File: config.mk
export PLATFORM = sky130hd
export DESIGN_NAME = tiled_mv_scheduler
export DESIGN_NICKNAME = d
export VERILOG_FILES = /design/src/rtl/tmv_pkg.sv /design/src/rtl/tile_or_reduce.sv /design/src/rtl/tiled_mv_scheduler.sv
export SDC_FILE = /design/constraint.sdc
export NUM_CORES = 1
export LEC_CHECK = 0
export CORE_AREA = 2 2 167 152
export CTS_CLUSTER_DIAMETER = 150
export DETAILED_ROUTE_END_ITERATION = 16
export DIE_AREA = 0 0 169 154
export GPL_TIMING_DRIVEN = 0
export PLACE_DENSITY = 0.81
export SLEW_MARGIN = 20
export SYNTH_ARGS = -nofsm -noshare
export SYNTH_HDL_FRONTEND = slang
export SYNTH_HIERARCHICAL = 1
export SYNTH_SLANG_ARGS = --single-unit
File: constraint.sdc
create_clock -name clk -period 49.5 [get_ports clk]
set_clock_uncertainty 0.05 [all_clocks]
set_input_delay 7.425 -clock clk [delete_from_list [all_inputs] [get_ports clk]]
set_output_delay 7.425 -clock clk [all_outputs]
set_load 0.01 [all_outputs]
File: src/rtl/tmv_pkg.sv
// Shared definitions for the tiled boolean matrix-vector scheduler.
//   state_t        : controller states (IDLE / RUN / DONE)
//   W_DEF, B_DEF   : default vector length and tile edge
//   tiles_per_dim  : number of tiles along one matrix dimension
package tmv_pkg;

  typedef enum logic [1:0] {
    IDLE,
    RUN,
    DONE
  } state_t;

  localparam int unsigned W_DEF = 16;
  localparam int unsigned B_DEF = 4;

  function automatic int unsigned tiles_per_dim(input int unsigned w, input int unsigned b);
    return w / b;
  endfunction

endpackage

File: src/rtl/tile_or_reduce.sv
// Combinational reduction of one BxB boolean tile against a B-bit x slice.
//   tile : BxB tile of A, row-major inside the tile (bit r*B+c = tile row r, column c)
//   xs   : the B elements of x that line up with the tile columns
//   part : per-row partial, part[r] = OR_c (tile[r][c] & xs[c])
module tile_or_reduce #(
  parameter int unsigned B = 4
) (
  input  logic [B*B-1:0] tile,
  input  logic [B-1:0]   xs,
  output logic [B-1:0]   part
);

  always_comb begin
    part = '0;
    for (int unsigned r = 0; r < B; r++) begin
      part[r] = |(tile[r*B +: B] & xs);
    end
  end

endmodule

File: src/rtl/tiled_mv_scheduler.sv
// Tiled boolean matrix-vector product y[i] = OR_j (A[i*W+j] & x[j]).
// Captures A and x on an accepted start, reduces one BxB tile per clock in
// row-major tile order, then holds y under a valid/ready handshake.
// Ports:
//   clk, rst            : clock (rising edge), synchronous active-high reset
//   start, start_ready  : request handshake; start_ready is high only in IDLE
//   x, A                : operands, sampled on the accepting edge (A row-major)
//   busy                : high in RUN and DONE
//   tile_ii, tile_jj    : tile being reduced this cycle (0 outside RUN)
//   y_valid, y_ready, y : result handshake; y stable while y_valid is high
module tiled_mv_scheduler
  import tmv_pkg::*;
#(
  parameter  int unsigned W   = W_DEF,
  parameter  int unsigned B   = B_DEF,
  localparam int unsigned NTD = tiles_per_dim(W, B),
  localparam int unsigned CW  = (NTD > 1) ? $clog2(NTD) : 1
) (
  input  logic            clk,
  input  logic            rst,
  input  logic            start,
  output logic            start_ready,
  input  logic [W-1:0]    x,
  input  logic [W*W-1:0]  A,
  output logic            busy,
  output logic [CW-1:0]   tile_ii,
  output logic [CW-1:0]   tile_jj,
  output logic            y_valid,
  input  logic            y_ready,
  output logic [W-1:0]    y
);

  if ((B == 0) || ((W % B) != 0)) begin : g_bad_tiling
    $error("tiled_mv_scheduler: W must be a non-zero multiple of B");
  end

  localparam logic [CW-1:0] LAST = CW'(NTD - 1);

  state_t          state_q, state_d;
  logic [CW-1:0]   ii_q, jj_q;
  logic [W*W-1:0]  a_q;
  logic [W-1:0]    x_q;
  logic [W-1:0]    acc_q, acc_d;
  logic [W-1:0]    y_q;
  logic [B*B-1:0]  tile;
  logic [B-1:0]    xs;
  logic [B-1:0]    part;
  logic [31:0]     row_base, col_base;
  logic            accept, last_tile;

  assign accept    = (state_q == IDLE) && start;
  assign last_tile = (ii_q == LAST) && (jj_q == LAST);

  // State register
  always_ff @(posedge clk) begin
    if (rst) state_q <= IDLE;
    else     state_q <= state_d;
  end

  // Next-state logic
  always_comb begin
    state_d = state_q;
    unique case (state_q)
      IDLE:    if (start)     state_d = RUN;
      RUN:     if (last_tile) state_d = DONE;
      DONE:    if (y_ready)   state_d = IDLE;
      default:                state_d = IDLE;
    endcase
  end

  // Output logic
  always_comb begin
    start_ready = (state_q == IDLE);
    busy        = (state_q != IDLE);
    y_valid     = (state_q == DONE);
    tile_ii     = (state_q == RUN) ? ii_q : '0;
    tile_jj     = (state_q == RUN) ? jj_q : '0;
    y           = y_q;
  end

  // Select the current tile of the captured matrix and the matching x slice,
  // and fold the reduced rows into the accumulator image.
  always_comb begin
    row_base = 32'(ii_q) * B;
    col_base = 32'(jj_q) * B;
    tile     = '0;
    for (int unsigned r = 0; r < B; r++) begin
      tile[r*B +: B] = a_q[(row_base + r) * W + col_base +: B];
    end
    xs    = x_q[col_base +: B];
    acc_d = acc_q;
    acc_d[row_base +: B] = acc_q[row_base +: B] | part;
  end

  tile_or_reduce #(.B(B)) u_reduce (
    .tile (tile),
    .xs   (xs),
    .part (part)
  );

  // Operand capture; only the captured copies feed the datapath.
  always_ff @(posedge clk) begin
    if (accept) begin
      a_q <= A;
      x_q <= x;
    end
  end

  // Tile counters, accumulator and result register.
  // Counters wrap explicitly at NTD-1 so non-power-of-2 tile counts walk
  // correctly; the final tile wraps both back to 0 ready for the next job.
  always_ff @(posedge clk) begin
    if (rst) begin
      ii_q  <= '0;
      jj_q  <= '0;
      acc_q <= '0;
      y_q   <= '0;
    end else begin
      unique case (state_q)
        IDLE: begin
          if (start) begin
            ii_q  <= '0;
            jj_q  <= '0;
            acc_q <= '0;
          end
        end
        RUN: begin
          acc_q <= acc_d;
          if (last_tile) y_q <= acc_d;
          if (jj_q == LAST) begin
            jj_q <= '0;
            ii_q <= (ii_q == LAST) ? '0 : ii_q + 1'b1;
          end else begin
            jj_q <= jj_q + 1'b1;
          end
        end
        default: ;
      endcase
    end
  end

endmodule

* Word-level counts from Yosys, hierarchy flattened
Cells that the tools add are included.
** Word-level totals
- Register bits :: 310
- Bits of input ports :: 276
- Output and inout bits :: 23
- Logic and storage cells :: 66
** Operators by class
- Add/subtract/negate cells :: 10
- Eq/ne operators :: 8
- Shift-type cells :: 8
- Mux-type cells :: 15
- Bitwise operators :: 5
- Reductions and logical operators :: 13
** Operators by type and width (count)
- 256-bit by 11-bit variable part select with 4-bit output :: 3
- 256-bit by 10-bit variable part select with 4-bit output :: 1
- 4-bit negation with 34-bit output :: 1
- 4-bit by 34-bit variable shift with 16-bit output (first input constant) :: 1
- 4-bit by 34-bit variable part select with 16-bit output :: 1
- 16-bit one-hot mux with 2 select lines :: 1
- 16-bit by 5-bit variable part select with 4-bit output :: 2
- 9-bit by 4-bit adder with 10-bit output :: 3
- 2-bit two-way mux :: 9
- 4-bit bitwise AND :: 4
- 16-bit bitwise mux :: 1
- 16-bit two-way mux :: 1
- 4-bit OR reduction :: 4
- 4-bit by 2-bit adder with 5-bit output (second input constant) :: 2
- 8-bit by 4-bit adder with 9-bit output :: 1
- 2-bit one-hot mux with 2 select lines :: 2
- 2-bit equality test (second input constant) :: 3
- 2-bit inequality test (second input constant) :: 3
- 2-bit one-hot mux with 3 select lines :: 1
- 3-bit AND reduction :: 2
- 4-bit by 1-bit adder with 5-bit output (second input constant) :: 1
- 2-bit by 1-bit adder with 2-bit output (second input constant) :: 2
- 4-bit bitwise OR :: 1
- 2-bit AND reduction :: 2
- 5 further kinds :: 7

* Logic depth before layout (Yosys ltp)
- Word-level depth :: 9
- Mapped depth :: 12

* Cells and area by module
Netlist, hierarchy kept.
** By module, submodules not included
- tiled_mv_scheduler :: instances 1, cells an instance 660, area each 12151.7 µm², seq. area each 8928.6 µm²
- tile_or_reduce :: instances 1, cells an instance 12, area each 75.1 µm², seq. area each 0.0 µm²

* Worst setup path after synthesis
No wires, ideal clock.
- Path kind :: in2reg
- Start point :: input port start
- End point :: register a_q[0] (enable)
- Setup time :: 1299 ps
- Data arrival time :: 26857 ps
- Required time :: 48151 ps
- Slack :: 21293 ps
- Stages on the path :: 1
- Path buffers :: 0
- Cell sequence :: nor3b_1
** Between the ends
- Word-level cells in the longest chain between the ends :: 1
** Ends and longest elaborated chain
- start, declared :: line tiled_mv_scheduler.sv:21 : input logic start,
- 1-bit logical AND :: line tiled_mv_scheduler.sv:51 : assign accept = (state_q == IDLE) && start;
- end signal, assigned :: line tiled_mv_scheduler.sv:104 : a_q <= A;
- end, declared :: line tiled_mv_scheduler.sv:41 : logic [W*W-1:0] a_q;
Every way passes these cells.
A chain may end at the register's enable or synchronous reset.

* Final worst setup path
- Start point :: register state_q[1]
- End point :: output port tile_ii[1]
** Between the ends
- Word-level cells in the longest chain between the ends :: 2
** Ends and longest elaborated chain
- start, declared :: line tiled_mv_scheduler.sv:39 : state_t state_q, state_d;
- start signal, assigned :: line tiled_mv_scheduler.sv:57 : else state_q <= state_d;
- 2-bit by 1-bit equality test with 1-bit output :: line tiled_mv_scheduler.sv:76 : tile_ii = (state_q == RUN) ? ii_q : '0;
- 2-bit two-way mux :: line tiled_mv_scheduler.sv:76
- end, declared :: line tiled_mv_scheduler.sv:26 : output logic [CW-1:0] tile_ii,
Every way passes these cells.

==> results.json <==
{
  "ir_drop_mv": 0.03169,
  "grt_pass1_wl_um": 47810,
  "cp_max_fo": 10,
  "die-height_um": 154,
  "dp_hpwl_um": 24770,
  "synth_top_area_cell": "edfxtp_1",
  "clock-root-buffer": "clkbuf_16",
  "outcome": "complete, no violations",
  "placed_area_sq_um": 15850,
  "final.setup.tns_ns": 0,
  "hp-start": "acc_q[11]$_SDFFE_PP0P_",
  "postRouteAntennaNets": 0,
  "p_leak_nw": 5.686,
  "num_rows": 54,
  "path_cells": "clkbuf_1 > nor2b_1 > clkbuf_1 > and2_1 > clkdlybuf4s50_1",
  "syn_area_sq_um": 12230,
  "crit_required_ns": 42.02,
  "cts_buffers": 31,
  "synthCells": 672,
  "place_congestion": 0.8481,
  "critPathCaptureType": "output pin",
  "synthSimpleGateAreaFrac": 0.03878,
  "gr-total-overflow": 0,
  "finalHoldViolations": 0,
  "synth-xor-area-share": 0,
  "min_period_over_period": 0.2011,
  "synthAdderAreaFrac": 0.007163,
  "die_w_um": 169,
  "critPathMaxStageDelay_ns": 0.56,
  "coreArea_sq_um": 24190,
  "cts_tree": "done",
  "ys_seq_elements": 310,
  "ys_warn_count": 6,
  "grt_pass1_vias": 8205,
  "pin_count": 299,
  "tightest_slew_ns": 0.7622,
  "max_freq_mhz": 100.4,
  "cts-resized-gates": 0,
  "critPathArrivalTime_ns": 2.48,
  "die_area_sq_um": 26030,
  "synthMuxAreaShare": 0.1375,
  "htreeDepth": 1,
  "reg2reg_to": "y[13]$_SDFFE_PP0P_",
  "critPathLaunch": "state_q[1]$_SDFFE_PP0P_",
  "drive_above_1_share": 0.1237,
  "fin_area_sq_um": 16800,
  "drc": 0,
  "slowest_stage": "clkdlybuf4s50_1",
  "start_util": 0.5055,
  "vias": 7593,
  "vias_per_cell": 5.575,
  "avgSynthCellArea_sq_um": 18.19,
  "ys_types": 41,
  "track_usage": 0.2491,
  "r2r_cells": 10,
  "dr.pass1.iters": 5,
  "synth_top_family_by_area": "multiplexers",
  "area_growth_pct": 37.38,
  "post_cts_buffers": 0,
  "path_class": "flip-flop to output pin",
  "max_cap_viol_count": 0,
  "antenna_found_initial": 5,
  "drtIter0Drc": 609,
  "crit_family": "buffers and inverters",
  "cts_sinks": 310,
  "synth-compound-area-share": 0.06703,
  "synth_seq_area_share": 0.7302,
  "finalNetCount": 1315,
  "synthTopCellsByArea": "edfxtp_1 67%, dfxtp_1 6.2%, mux4_2 5.9%",
  "max-slew-margin-rel": 0.4919,
  "path_common_cell": "clkbuf_1",
  "rsz0062_at_grt": "false",
  "hold_path.class": "flip-flop to flip-flop",
  "cts.clk_slew.worst_paths_ns": 0.06,
  "io_buffers": 298,
  "detail_route.wl_per_cell_um": 23.95,
  "finalMaxSlewViolations": 0,
  "finalCriticalPeriod_ns": 9.956,
  "syn-num-nets": 955,
  "whs_endpoint": "acc_q[11]$_SDFFE_PP0P_",
  "routed_wl_um": 32630,
  "crit_path_start_kind": "flip-flop",
  "clock_latency_ns": 0.55,
  "r2r_slack_ns": 45.99,
  "path_buf_inv": 3,
  "r2r-start": "ii_q[0]$_SDFFE_PP0P_",
  "synth_top_area_frac": 0.6680,
  "grt_max_degree": 16,
  "holdPathStages": 1,
  "powerDensity_nw_per_um2": 34.55,
  "ctsHoldBuffers": 0,
  "cts.path.max_buffers": 3,
  "setup-violations-final": 0
}
## area by class of cell
type / instances / area, sq um
Sequential cell: 310 / 8929
Clock buffer: 41 / 813.3
Multi-Input combinational cell: 324 / 3068
Timing Repair Buffer: 327 / 3231
Buffer: 34 / 220.2
Clock inverter: 11 / 128.9
Inverter: 4 / 15.01
Antenna cell: 3 / 7.507
Tap cell: 308 / 385.4
Fill cell: 1608 / 7391
## power by group
part,leakage [nW],switching (mW),internal [mW]
registers,2.90,0.00356,0.300
clock network,0.455,0.0919,0.130
logic,2.33,0.0231,0.0323
total,5.69,0.119,0.462
## per-layer routing
metal | up-vias | global-route usage | share of wire
li1 | 3470 | - | -
met5 | - | 0 | 0.00077
met4 | 4 | 0.06064 | 0.020
met2 | 360 | 0.4338 | 0.51
met1 | 3713 | 0.3217 | 0.39
met3 | 46 | 0.05354 | 0.082
## synthesized netlist by cell type
cell and count:
nand2b_1 2, mux2_2 3, edfxtp_1 272, o21ai_0 9, clkinv_1 1, mux2i_1 48
a22oi_1 37, and3_1 1, o2bb2ai_1 16, buf_6 4, clkbuf_1 12, nor4_1 1
and2_1 5, a32oi_1 2, dfxtp_1 38, nor2b_1 4, o21bai_1 1, and4_1 1
mux4_2 32, inv_1 1, nor3b_1 17, nor2_2 2, nor3_1 1, inv_2 2
o22ai_1 16, nand4_1 2, buf_4 4, nor2_1 25, nand3_1 3, ha_1 7
a21oi_1 41, buf_12 2, a311oi_1 1, clkbuf_2 1, nand4b_1 1, a22o_1 2
nor4b_1 1, nand2_1 25, mux4_1 17, or2_2 1, buf_2 11
## worst reg2reg max path, cell delays in order, from the launching register on
cell	delay, ns
dfxtp_1	0.39
buf_2	0.24
buf_6	0.18
clkbuf_1	0.59
mux4_2	0.42
a22oi_1	0.26
nand2_1	0.15
a22oi_1	0.21
nand2_1	0.12
nor2_1	0.54
o22ai_1	0.21
## logic make-up (layout without fill, tap and decap cells)
logic type | Yosys count | count (layout)
flops | 310 | 310
compound gates | 125 | 125
mux | 100 | 100
simple gates | 92 | 92
buf+inv | 38 | 417
fa+ha+maj | 7 | 7
other cells | 0 | 3
## through the flow
step	util	instances	worst slack [ns]	hold WS (ns)	power, mW
6_report	0.6944	1362	39.54	0.4321	0.5803
3_5_place_dp	0.6552	1307	39.43	0.4177	0.3644
3_3_place_gp	0.6447	1278	13.67	0.4068	0.3717
4_1_cts	0.6941	1359	39.53	0.4325	0.5838
5_1_grt	0.6944	1362	39.43	0.4413	0.5966
2_1_floorplan	-	672	21.29	0.3907	0.3379
## registers in the layout, indices dropped and copies added, names as in the netlist
signal,count
x_q,16
y,16
state_q,2
ii_q,2
a_q,256
acc_q,16
jj_q,2
## cells in the final DEF (no fill, tap or decap), drive strengths merged, types with 25 or more instances in the layout
cell           synthesis  layout
mux2i                 48      48
buf                   21      50
dfxtp                 38      38
mux4                  49      49
edfxtp               272     272
clkbuf                13      54
nand2                 25      25
nor2                  27      27
a22oi                 37      37
clkdlybuf4s50          0     298
a21oi                 41      41
## worst max-delay path by stage
stage	endpoint	slack, ns	depth (start not counted)
after floorplan	a_q[0]$_DFFE_PP_	21.29	1
after global placement	ii_q[0]$_SDFFE_PP0P_	13.67	5
after detailed placement	a_q[25]$_DFFE_PP_	39.43	8
after CTS	tile_ii[0]	39.53	5
after global routing	tile_ii[0]	39.43	5
final	tile_ii[1]	39.54	5
Note: power is estimated with default switching activity, not from simulation.
